### src/rtl/pipe_pkg.sv
// Shared definitions for the inter-stage pipeline registers: skid FSM states,
// per-stage payload widths and the MEM/WB payload layout.
package pipe_pkg;

  typedef enum logic [1:0] {
    ST_EMPTY = 2'd0,
    ST_ONE   = 2'd1,
    ST_FULL  = 2'd2
  } skid_state_e;

  // MEM/WB payload as packed by the MEM stage; the first field lands in the MSBs.
  typedef struct packed {
    logic [31:0] ir;
    logic [31:0] pc;
    logic [31:0] r1;
    logic [31:0] r2;
    logic [4:0]  wb_reg_num;
    logic        reg_write;
    logic        lo_write;
    logic        hi_write;
  } memwb_t;

  localparam int IFID_W  = 64;
  localparam int IDEX_W  = 32 * 4 + 5 + 6;
  localparam int EXMEM_W = 32 * 4 + 5 + 3;
  localparam int MEMWB_W = $bits(memwb_t);

endpackage

### src/rtl/pipe_skid_ctrl.sv
// Handshake controller for pipe_stage_reg: state register, in_ready decode
// and load enables for the main (M) and skid (S) payload registers.
module pipe_skid_ctrl
  import pipe_pkg::*;
#(
  parameter int SKID = 1
) (
  input  logic clk,
  input  logic CLR,
  input  logic flush,
  input  logic in_valid,
  input  logic out_ready,
  output logic in_ready,
  output logic out_valid,
  output logic load_m_in,
  output logic load_m_skid,
  output logic load_s,
  output logic clear_regs
);

  skid_state_e state_q, state_d;
  logic        in_fire, out_fire;

  // NOTE: sequential state uses non-blocking (<=) so every flop samples pre-edge values.
  always_ff @(posedge clk or posedge CLR) begin
    if (CLR) state_q <= ST_EMPTY;
    else     state_q <= state_d;
  end

  // With SKID, in_ready depends only on the state register, never on out_ready.
  always_comb begin
    out_valid = (state_q != ST_EMPTY);
    if (SKID != 0) in_ready = (state_q != ST_FULL);
    else           in_ready = out_ready | (state_q == ST_EMPTY);
  end

  // NOTE: every output gets a default first, so no path through the case can infer a latch.
  always_comb begin
    state_d     = state_q;
    load_m_in   = 1'b0;
    load_m_skid = 1'b0;
    load_s      = 1'b0;
    clear_regs  = 1'b0;
    in_fire     = in_valid & in_ready;
    out_fire    = out_valid & out_ready;
    if (flush) begin
      state_d    = ST_EMPTY;
      clear_regs = 1'b1;
    end else begin
      unique case (state_q)
        ST_EMPTY: begin
          if (in_fire) begin
            state_d   = ST_ONE;
            load_m_in = 1'b1;
          end
        end
        ST_ONE: begin
          // Without SKID, in_fire in ONE implies out_fire, so FULL is unreachable.
          if (in_fire && out_fire) begin
            load_m_in = 1'b1;
          end else if (in_fire) begin
            state_d = ST_FULL;
            load_s  = 1'b1;
          end else if (out_fire) begin
            state_d = ST_EMPTY;
          end
        end
        ST_FULL: begin
          if (out_fire) begin
            state_d     = ST_ONE;
            load_m_skid = 1'b1;
          end
        end
        default: state_d = ST_EMPTY;
      endcase
    end
  end

endmodule

### src/rtl/pipe_stage_reg.sv
// Reusable inter-stage pipeline register: opaque payload with valid/ready,
// synchronous flush, optional two-entry skid buffer and a saturating stall counter.
module pipe_stage_reg
  import pipe_pkg::*;
#(
  parameter int DATA_W = 32,
  parameter int SKID   = 1,
  parameter int CNT_W  = 16
) (
  input  logic              clk,
  input  logic              CLR,
  input  logic              flush,
  input  logic              in_valid,
  output logic              in_ready,
  input  logic [DATA_W-1:0] in_data,
  output logic              out_valid,
  input  logic              out_ready,
  output logic [DATA_W-1:0] out_data,
  output logic [CNT_W-1:0]  stall_cnt
);

  localparam logic [CNT_W-1:0] CNT_MAX = '1;

  logic [DATA_W-1:0] m_q, s_q;
  logic              load_m_in, load_m_skid, load_s, clear_regs;

  pipe_skid_ctrl #(.SKID(SKID)) u_ctrl (
    .clk        (clk),
    .CLR        (CLR),
    .flush      (flush),
    .in_valid   (in_valid),
    .out_ready  (out_ready),
    .in_ready   (in_ready),
    .out_valid  (out_valid),
    .load_m_in  (load_m_in),
    .load_m_skid(load_m_skid),
    .load_s     (load_s),
    .clear_regs (clear_regs)
  );

  // NOTE: payload registers are reset on purpose: out_data must read 0 during reset.
  always_ff @(posedge clk or posedge CLR) begin
    if (CLR) begin
      m_q <= '0;
      s_q <= '0;
    end else if (clear_regs) begin
      m_q <= '0;
      s_q <= '0;
    end else begin
      if (load_m_in)        m_q <= in_data;
      else if (load_m_skid) m_q <= s_q;
      if (load_s)           s_q <= in_data;
    end
  end

  assign out_data = m_q;

  // Counts back-pressured cycles; flush deliberately leaves it alone.
  always_ff @(posedge clk or posedge CLR) begin
    if (CLR)
      stall_cnt <= '0;
    else if (out_valid && !out_ready && stall_cnt != CNT_MAX)
      stall_cnt <= stall_cnt + CNT_W'(1);
  end

endmodule

### config.mk
export PLATFORM = sky130hd
export DESIGN_NAME = pipe_stage_reg
export DESIGN_NICKNAME = d
export VERILOG_FILES = /design/src/rtl/pipe_pkg.sv /design/src/rtl/pipe_skid_ctrl.sv /design/src/rtl/pipe_stage_reg.sv
export SDC_FILE = /design/constraint.sdc
export NUM_CORES = 1
export LEC_CHECK = 0
export ABC_AREA = 1
export CAP_MARGIN = 30
export CELL_PAD_IN_SITES_DETAIL_PLACEMENT = 0
export CELL_PAD_IN_SITES_GLOBAL_PLACEMENT = 1
export CORE_MARGIN = 4
export CORE_UTILIZATION = 37
export CTS_CLUSTER_SIZE = 40
export DETAILED_ROUTE_END_ITERATION = 6
export PLACE_DENSITY = 0.88
export SETUP_SLACK_MARGIN = 0.05
export SLEW_MARGIN = 0
export SYNTH_ARGS = -nofsm -noshare
export SYNTH_HDL_FRONTEND = slang
export SYNTH_SLANG_ARGS = --single-unit
### constraint.sdc
create_clock -name clk -period 3.7 [get_ports clk]
set_input_delay 1.11 -clock clk [delete_from_list [all_inputs] [get_ports clk]]
set_output_delay 1.11 -clock clk [all_outputs]
set_load 0.01 [all_outputs]
**After elaboration in Yosys (flattened, before gate mapping)**

Cells that the tools add are included.

- Bitwise logic cells: 2
- Add/sub/neg operators: 1
- Equal/unequal tests: 8
- Muxes and demuxes: 23
- Reduce and logical (&&, ||, !) cells: 9

Operators with widths:

| operator | count |
|---|---|
| $mux W32 | 5 |
| $add A16 B1 Y16 const B | 1 |
| $ne A16 B16 Y1 const B | 1 |
| $mux W2 | 6 |
| $mux W1 | 10 |
| $ne A3 B2 Y1 const B | 2 |
| $pmux W2 S3 | 1 |
| $ne A4 B2 Y1 const B | 1 |
| $reduce_and A4 Y1 | 1 |
| $reduce_bool A2 Y1 | 2 |
| $logic_and A1 B1 Y1 | 3 |
| $ne A3 B3 Y1 const B | 1 |
| $reduce_bool A3 Y1 | 1 |
| $and A1 B1 Y1 | 2 |
| $eq A2 B1 Y1 const B | 1 |
| $eq A2 B2 Y1 const B | 1 |
| $logic_not A2 Y1 | 1 |
| $ne A2 B2 Y1 const B | 1 |
| $pmux W1 S2 | 1 |
| $logic_not A1 Y1 | 1 |

- Bits in registers: 82
- Output and inout bits: 50
- Input bits: 37

**Longest topological paths before layout**

- Depth in word-level cells: 8
- Depth in mapped cells: 9

**Modules after synthesis**

Synthesis repeated with hierarchy kept, for this count alone.

- Cells, all modules: 504
- Area total of the unflattened synthesis: 4,012.6 um^2

By module, submodules not included:

| module | cells each | instances | area an instance (um^2) |
|---|---|---|---|
| pipe_stage_reg | 470 | 1 | 3,824.9 |
| pipe_skid_ctrl | 34 | 1 | 187.7 |

**Least setup slack after synthesis**

No wires, ideal clock.

- Path type: input to register
- Start point: input out_ready
- End point: register m_q[10], in the netlist out_data[10]
- Path slack: 1.689 ns
- Arrival time: 1.894 ns
- Path buffers: 2
- Stages on the path: 8
- Setup time: 0.118 ns
- Cell sequence: nor2_1 -> nor3_4 -> nand2_1 -> buf_4 -> buf_4 -> nand2_1 -> nand3_1 -> nand2_1

- Word-level cells in the longest chain between the ends: 7

RTL lines:

| what | RTL line | source |
|---|---|---|
| start: declaration | pipe_stage_reg.sv:17 | `input logic out_ready,` |
| $and A1 B1 Y1 (*) | pipe_skid_ctrl.sv:45 | `out_fire = out_valid & out_ready;` |
| $logic_and A1 B1 Y1 | pipe_skid_ctrl.sv:59 | `if (in_fire && out_fire) begin` |
| $mux W1 | pipe_skid_ctrl.sv:59 |  |
| $pmux W1 S2 | pipe_skid_ctrl.sv:50 | `unique case (state_q)` |
| $mux W1 | pipe_skid_ctrl.sv:46 | `if (flush) begin` |
| $mux W32 | pipe_stage_reg.sv:50 | `if (load_m_in) m_q <= in_data;` |
| $mux W32 | pipe_stage_reg.sv:46 | `end else if (clear_regs) begin` |
| end signal: assignment | pipe_stage_reg.sv:50 |  |
| end signal: assignment | pipe_stage_reg.sv:51 | `else if (load_m_skid) m_q <= s_q;` |
| end: declaration | pipe_stage_reg.sv:24 | `logic [DATA_W-1:0] m_q, s_q;` |

Mark *: on every way between the ends. The rest lies on a longest branch, timed or not.
A chain may end at the register's enable or synchronous reset.

**Worst setup path after layout**

- Start point: register u_ctrl.state_q[1]
- End point: output out_valid

- Word-level cells in the longest chain between the ends: 1

RTL lines:

| what | RTL line | source |
|---|---|---|
| start: declaration | pipe_skid_ctrl.sv:21 | `skid_state_e state_q, state_d;` |
| start signal: assignment | pipe_skid_ctrl.sv:27 | `else state_q <= state_d;` |
| $reduce_bool A2 Y1 | pipe_skid_ctrl.sv:32 | `out_valid = (state_q != ST_EMPTY);` |
| end: declaration | pipe_stage_reg.sv:16 | `output logic out_valid,` |

No other way between the ends.

==> results.md <==
* Clock Tree Root: clkbuf_8
* Gr usage total at 16.6%
* Die area at 12900 um^2
* Num CTS Buffers at 9
* Slew @ Worst Pin at 687 ps
* Nets@finish at between 600 and 700
* Vias per inst at 5.01
* Vias at 3775
* Drt first-iter violations at 180
* Cells after Synth at 529
* Post-synthesis sequential area ratio at 49.9%
* PwrDens at slightly above 400 nW/um^2
* Crit end category: output pin
* Worst Path Arrival at about 1600 ps
* Max-cap viol count at 0
* Critical path class: flip-flop to output pin
* Yosys reg bits at 82
* Critical-path cell list: inv_1 -> nand2_1 -> clkdlybuf4s50_1
* Setup total negative slack at 0 ps
* Fraction of the cycle the final worst path needs at 72.7%
* Pre-CTS setup slack at between 1000 and 1500 ps
* Setup ws final at a little over 1000 ps
* WP data required at 2590 ps
* Latest clock arrival within the worst-skew pair at 350 ps
* Leak Pwr at approximately 0.0027 uW
* Core area at roughly 11000 um^2
* Detail Route Antenna Nets at 0
* Fmax at 372 MHz
* I/O pins at 87
* Cts-stage hold buffer count at 0
* Pin count of the biggest net entering global routing at 46
* Skew final at 10.6 ps
* DR pass1 iterations at 4
* Initial Util at 37.9%
* Post-synthesis net count at 567
* Synthesized area at 4110 um^2
* Syn. warnings at 0
* N_diodes at 0
* CTS HTree Levels at 3
* CP max-delay cell: clkdlybuf4s50_1
* Post-CTS Resized at 0
* Worst Hold Class: flip-flop to flip-flop
* Rel. slew slack at 54.2%
* DRC at 0
* DPL Wire Length at slightly below 7000 um
* Final global-route overflow total at 0
* Port bufs at 86
* Gp weighted congestion at 0.907
* CTS tree: built
* CTS Buffer Depth at 2
* Fillcell total at just over 1k
* Layout cell share with drive strength beyond 1 at 6.20%
* # setup viols final at 0
* Number of global-route vias before repair at 3648
* Final WL at around 10000 um
* CP Max Fanout at 6
* Die span in y at between 100 and 150 um
* Peak supply drop at 0.236 mV
* Post-CTS Setup Bufs at 0
* Cell variety after synth at 24
* Chip width at approximately 110 um
* Max-slew violations at 0
* Clock transition at path regs at ~90 ps
* CP peak stage delay at 540 ps
* Area growth syn-to-layout at 28.9%
* CP Launch Type: flip-flop
* First-pass GRT wire length at 17400 um
* Row Count at 38
* WL/cell at 13.6 um
* Final Hold Vio Count at 0
* Fin crit period at between 2000 and 3000 ps
* Status: finished clean
* Initial antenna violation count at 0
* Syn_area_per_cell at 7.77 um^2
* RSZ-0062 raised after global routing: no
* Clk sink count at 82
[synth_stat cells (all sizes together)]
master | count | area (um^2)
nand2 | 156 | 598
nand3 | 106 | 531
dfrtp | 82 | 2050
inv | 81 | 307
o22ai | 32 | 200
nor2 | 23 | 101
buf | 15 | 97.6
clkbuf | 12 | 45.0
nand4 | 6 | 37.5
xnor2 | 6 | 52.6
o21ai | 5 | 36.3
nor3 | 2 | 21.3
a21oi | 1 | 8.76
ha | 1 | 12.5
xor2 | 1 | 8.76
[through the flow]
step | std cells | util, % | total power, uW | hold slack, ps | instance area [um^2]
detailed placement | 737 | 46.9 | 1520 | 500 | 5090
global route | 753 | 48.9 | 2300 | 533 | 5300
finish | 753 | 48.9 | 2180 | 521 | 5300
global placement | 737 | 46.9 | 1510 | 497 | 5090
floorplan | 529 | - | 1300 | 517 | 4110
CTS | 753 | 48.9 | 2200 | 521 | 5300
[cell families (layout without fill, tap and decap cells)]
group | count (synthesis) | count (layout) | synth area share [%]
XOR/XNOR | 7 | 7 | 1.49
buffers and inverters | 108 | 192 | 10.9
AND/OR/NAND/NOR | 293 | 293 | 31.4
AO/OA/AOI/OAI | 38 | 38 | 5.97
adder cells (fa/ha/maj) | 1 | 1 | 0.304
flip-flops | 82 | 82 | 49.9
[worst max-delay path, delay by kind of cell, from the launching register on]
family,cells,cell delay (ps)
AND/OR/NAND/NOR,1,100
buffers and inverters,2,630
flip-flops,1,510
[report_power, final]
part	internal, uW	total, uW	switching (uW)
Clock	338	681	344
Sequential	962	1020	59.5
Combinational	209	475	266
Total	1510	2180	669
[layer usage]
metal  share of wire [%]  GRT usage [%]  wire length [um]
met5                   0              0                 0
met4                 1.1           4.09               108
met3                 4.6           4.08               468
met2                  49           28.0              5040
met1                  45           21.6              4630
[registers in the layout (all words and copies together) (netlist names)]
register and count:
out_data 32, s_q 32, stall_cnt 16, u_ctrl.state_q 2
[placed cells by master (no fill, tap or decap), types with 2 or more instances in the layout]
cell type        instances
o22ai_1                 32
nand4_1                  6
nand2_1                152
buf_4                    8
o21ai_0                  4
inv_6                    2
inv_2                    2
clkbuf_8                10
clkdlybuf4s50_1         86
nor2_1                  21
nand2_2                  3
inv_1                   77
nor2_4                   2
clkinv_4                 2
nand3_1                106
xnor2_1                  6
dfrtp_1                 82
[worst paths after layout]
kind,from,endpoint,slack [ps],cells after the start
worst max-delay path,u_ctrl.state_q[1],out_valid,1010,3
worst min-delay path,out_data[12],out_data[12],520,2
worst max register to register,stall_cnt[0],stall_cnt[8],1660,8
worst min register to register,out_data[12],out_data[12],520,2
max in group asynchronous,CLR,s_q[26],1890,3
min in group asynchronous,CLR,s_q[23],1160,2
[layout make-up]
| cell class | count | area (um^2) | share of cell area (%) |
|---|---|---|---|
| clock inverter | 6 | 72.6 | 1.37 |
| timing repair buffer | 95 | 941 | 17.8 |
| sequential | 82 | 2050 | 38.7 |
| multi-input combinational | 339 | 1610 | 30.4 |
| clock buffer | 10 | 138 | 2.60 |
| tap | 140 | 175 | 3.31 |
| inverter | 81 | 308 | 5.81 |
No activity file was read; power rests on OpenSTA's default activity.
